==> src/rtl/mul_debug.sv <==
// Two-stage RV32M multiply unit (MUL/MULH/MULHSU/MULHU), fixed 2-edge latency, no back-pressure.
// Optional macro MUL_DEBUG_TRACE_EN adds a completion trace print and an io_op X/Z check.
module mul_debug (
  input  logic        clock,
  input  logic        reset,
  input  logic        io_v,
  input  logic [31:0] io_a,
  input  logic [31:0] io_b,
  input  logic [1:0]  io_op,
  output logic [31:0] io_res
);

  localparam logic [1:0] OP_MUL    = 2'd0;
  localparam logic [1:0] OP_MULHU  = 2'd3;

  logic        v_q, v_d;
  logic [1:0]  op_q, op_d;
  logic [32:0] a_q, a_d;
  logic [32:0] b_q, b_d;
  logic [31:0] res_q, res_d;
  logic [63:0] a_wide, b_wide, prod;

  // Operand data only loads on a valid issue so idle-cycle inputs (even X) never reach stage 2.
  always_comb begin
    v_d  = io_v;
    op_d = op_q;
    a_d  = a_q;
    b_d  = b_q;
    if (io_v) begin
      op_d = io_op;
      a_d  = (io_op == OP_MULHU) ? {1'b0, io_a} : {io_a[31], io_a};
      b_d  = io_op[1] ? {1'b0, io_b} : {io_b[31], io_b};
    end
  end

  always_ff @(posedge clock) begin
    if (reset) begin
      v_q  <= 1'b0;
      op_q <= OP_MUL;
      a_q  <= '0;
      b_q  <= '0;
    end else begin
      v_q  <= v_d;
      op_q <= op_d;
      a_q  <= a_d;
      b_q  <= b_d;
    end
  end

  // Low 64 bits of the 33x33 signed product: sign-extend to 64 and multiply modulo 2^64.
  assign a_wide = {{31{a_q[32]}}, a_q};
  assign b_wide = {{31{b_q[32]}}, b_q};
  assign prod   = a_wide * b_wide;

  always_comb begin
    res_d = res_q;
    if (v_q) begin
      res_d = (op_q == OP_MUL) ? prod[31:0] : prod[63:32];
    end
  end

  always_ff @(posedge clock) begin
    if (reset) begin
      res_q <= '0;
    end else begin
      res_q <= res_d;
    end
  end

  assign io_res = res_q;

`ifdef MUL_DEBUG_TRACE_EN
  always @(posedge clock) begin
    if (!reset && v_q) begin
      $display("mul_debug: op=%0d a=%08h b=%08h res=%08h", op_q, a_q[31:0], b_q[31:0], res_d);
    end
  end

  always @(posedge clock) begin
    if (!reset && io_v) begin
      assert (!$isunknown(io_op))
        else $error("mul_debug: io_op has X/Z bits while io_v=1 (%b)", io_op);
    end
  end
`else
`endif

endmodule

==> config.mk <==
export PLATFORM = sky130hd
export DESIGN_NAME = mul_debug
export DESIGN_NICKNAME = d
export VERILOG_FILES = /design/src/rtl/mul_debug.sv
export SDC_FILE = /design/constraint.sdc
export NUM_CORES = 2
export LEC_CHECK = 0
export ABC_AREA = 1
export CAP_MARGIN = 20
export CELL_PAD_IN_SITES_DETAIL_PLACEMENT = 2
export CELL_PAD_IN_SITES_GLOBAL_PLACEMENT = 2
export CORE_UTILIZATION = 40
export CTS_CLUSTER_DIAMETER = 100
export DETAILED_ROUTE_END_ITERATION = 10
export GPL_ROUTABILITY_DRIVEN = 0
export HOLD_SLACK_MARGIN = 0.08
export PLACE_DENSITY_LB_ADDON = 0.25
export SETUP_SLACK_MARGIN = 0.1
export SYNTH_ARGS = -nofsm -noshare
export SYNTH_HDL_FRONTEND = slang
export SYNTH_SLANG_ARGS = --single-unit
==> constraint.sdc <==
create_clock -name clock -period 8.3 [get_ports clock]
set_input_delay 1.66 -clock clock [delete_from_list [all_inputs] [get_ports clock]]
set_output_delay 1.66 -clock clock [all_outputs]
set_load 0.05 [all_outputs]
==> impl_metrics.tcl <==
set metrics [dict create \
    hold_path_end "io_res[3]" \
    holdPathStages 2 \
    track_usage_pct 33.8 \
    clk_pin_slew_worst_paths_ps 100 \
    synth_cell_types 36 \
    critPathMaxFanout 22 \
    worstSetupStartpointType "register" \
    syn2layout_area_growth_pct 7.92 \
    die_w_um 336 \
    die_area_um2 113000 \
    nFillCells 12859 \
    tightest_slew_ps 974 \
    placed_cell_area_um2 47700 \
    antenna_cells 0 \
    core-area_um2 111000 \
    synth.ff_latch_count 101 \
    ff2ff_setup_slack_ps 320 \
    routed_wl_mm 183 \
    reg2reg_from "a_q[6]" \
    p_leak_nw 28.8 \
    drive_gt1_share_pct 4.01 \
    worstPathRequired_ps 8650 \
    yosysWarnings 0 \
    rr_endpoint "io_res[20]" \
    synth_most_common_cell "inv_1" \
    hp-start "io_res[3]" \
    wl_met1_mm 69.8 \
    vias_per_cell 5.18 \
    synth_top_area_cell "fa_1" \
    yosys-top-cells-count "inv_1, nand2_1, fa_1" \
    antenna_found_initial 3 \
    min_period_over_period_pct 96.1 \
    clk_latency_ps 450 \
    ys.flop_type "dfxtp_1" \
    max_slew_margin_pct 35.1 \
    via_count 37708 \
    cts_made_buffers 9 \
    cp_slowest_cell "dfxtp_1" \
    wl_met2_mm 96.6 \
    p_per_area_nw_per_um2 305 \
    rsz0062_at_grt "false" \
    yosysSeqAreaShare_pct 4.54 \
    syn-num-nets 7227 \
    reg2regPathDepth 28 \
    drt_iter0_drc 1753 \
    power_frac_clock_pct 3.4 \
    ir_drop_v 0.000377 \
    start_util_pct 40.3 \
    finalClockSkew_ps 31.9 \
    htreeDepth 3 \
    root_buffer "clkbuf_16" \
    endpoint_kind "register" \
    drc 0 \
    die_h_um 336 \
    synth_edf_count 0 \
    power_switching_share_pct 64.6 \
    port-buffer-count 100 \
    postSynthAreaPerCell_um2 7.65 \
    grt_max_degree 70 \
    cts_buffer_depth 2 \
    internal-power_w 0.00519 \
    power.net_switching_w 0.00945 \
    async_reset_ff_share_pct 0 \
    routedWlPerCell_um 25.1 \
    nets 7193 \
    cp_slowest_stage_delay_ps 920 \
    routed.top_layer "met4" \
    hold_viol 0 \
    status "finished, final reports clean" \
    dp_hpwl_mm 158 \
    grt_pass1_vias 46348 \
    stdcell_area_um2 48000 \
    dp_cells 7262 \
    max-cap-violations 0 \
    arrival_ps 8330 \
    postRouteAntennaNets 0 \
    worstSetupPathType "reg -> reg" \
    grt_first_pass_wirelength_mm 282 \
    netlist_area_um2 44500 \
    seqPwrFrac_pct 4.4 \
    rows 122 \
    setup_viol_count_final 0 \
    power_frac_comb_pct 92.3 \
    cts_tree "built" \
    synth_top_area_share_pct 50.6 \
    final_cells 7280 \
    period_needed_ps 7980 \
    clock.fmax_ghz 0.125 \
    syn_inst 5821 \
    hold_class "reg -> reg" \
    io_pins 101 \
    final_max_slew_viol_count 0 \
    wl_met3_mm 7.17 \
    grt_overflow 0 \
    crit_path_frequent_cell "fa_1" \
    drt-pass1-iter-count 5 \
    hold_ws_ps 472 \
    cts_sinks 101 \
    synthTopCellsByArea "fa_1, inv_1, nand2_1" \
]
worst max path at each step:
stage          slack (ps)  cells past startpoint  startpoint    endpoint
6_report              320                     28      a_q[6]  io_res[20]
5_1_grt               100                     27      b_q[9]  io_res[30]
4_1_cts               120                     26     a_q[32]  io_res[29]
3_5_place_dp          -10                     28     a_q[32]  io_res[29]
3_3_place_gp          490                     28     a_q[32]  io_res[29]
2_1_floorplan        1140                     26     a_q[32]  io_res[31]
per-layer routing:
layer | GRT usage [%] | up-vias
li1 | - | 15991
met1 | 39.3 | 20229
met2 | 62.6 | 1031
met3 | 3.47 | 457
met4 | 14.3 | 0
met5 | 0 | -
stage by stage:
step | setup WS (ps) | util (%) | power, W | setup TNS [ps]
CTS | 121 | 43.4 | 0.0145 | 0
detailed placement | -11.1 | 43.2 | 0.0139 | -11.1
global route | 102 | 43.5 | 0.0157 | 0
finish | 323 | 43.5 | 0.0146 | 0
floorplan | 1140 | - | 0.00802 | 0
global placement | 489 | 43.2 | 0.0132 | 0
registers in the layout, indices dropped and copies added, names as in the netlist:
signal  cells
a_q        33
v_q         1
op_q        2
b_q        33
io_res     32
power by group through the flow:
stage                     clock, W  sequential [W]  combinational (W)
after global routing      0.000522        0.000641             0.0145
after global placement           0        0.000643             0.0126
after detailed placement         0        0.000644             0.0133
after floorplan                  0        0.000707            0.00732
final                     0.000497        0.000637             0.0135
after CTS                 0.000510        0.000636             0.0134
cell usage in the layout, fill, tap and decap left out, types with 3 or more instances in the layout:
| cell type | synthesis | layout |
|---|---|---|
| inv_1 | 1809 | 1805 |
| nand2_1 | 1515 | 1515 |
| fa_1 | 1125 | 1122 |
| nor2_1 | 285 | 282 |
| ha_1 | 212 | 211 |
| o21ai_0 | 132 | 132 |
| buf_4 | 1 | 127 |
| a21oi_1 | 120 | 119 |
| clkdlybuf4s50_1 | 0 | 99 |
| nand3_1 | 97 | 97 |
| dfxtp_1 | 101 | 94 |
| buf_12 | 0 | 25 |
| o21bai_1 | 20 | 20 |
| nand4_1 | 16 | 16 |
| nor2_2 | 10 | 13 |
| nand2_2 | 11 | 11 |
| clkbuf_16 | 0 | 9 |
| or2_2 | 8 | 8 |
| nand3b_1 | 8 | 8 |
| nand3_2 | 7 | 7 |
| nor3_1 | 7 | 7 |
| xor2_1 | 7 | 7 |
| xnor2_1 | 7 | 7 |
| dfxtp_2 | 0 | 7 |
| a21oi_2 | 3 | 4 |
| o21ai_1 | 4 | 4 |
| inv_6 | 0 | 4 |
| a211oi_1 | 3 | 3 |
| nor4_1 | 3 | 3 |
| fa_2 | 0 | 3 |
area by class of cell:
cell class                      instances  area (µm²)  area share (%)
Timing Repair Buffer                  254        2470            5.15
Multi-Input combinational cell       3610       34600            72.0
Clock inverter                          6        62.6           0.130
Tap cell                             1488        1860            3.87
Sequential cell                       101        2030            4.23
Clock buffer                           10         229           0.477
Inverter                             1811        6810            14.2
critical path: cells and delay by family (launching register included):
kind                     cells  cell delay (ps)
AND/OR/NAND/NOR              7              570
buffers and inverters        8             1000
AO/OA/AOI/OAI                4             1070
flip-flops                   1              920
adder cells (fa/ha/maj)      9             4320
repair_timing:
action                                  in CTS  in global routing
setup buffers                                0                  2
pin swaps                                    0                  1
hold buffers                                 0                  0
endpoints found under the setup margin       3                 21
resized for setup                            3                 16
kinds of logic after synthesis:
family	Yosys count	share of synthesized area, %
AND/OR/NAND/NOR	1971	17.4
XOR/XNOR	14	0.275
buffers and inverters	2110	17.8
adder cells (fa/ha/maj)	1337	56.5
AO/OA/AOI/OAI	288	3.42
flip-flops	101	4.54
Power figures use the tool's default switching activity.
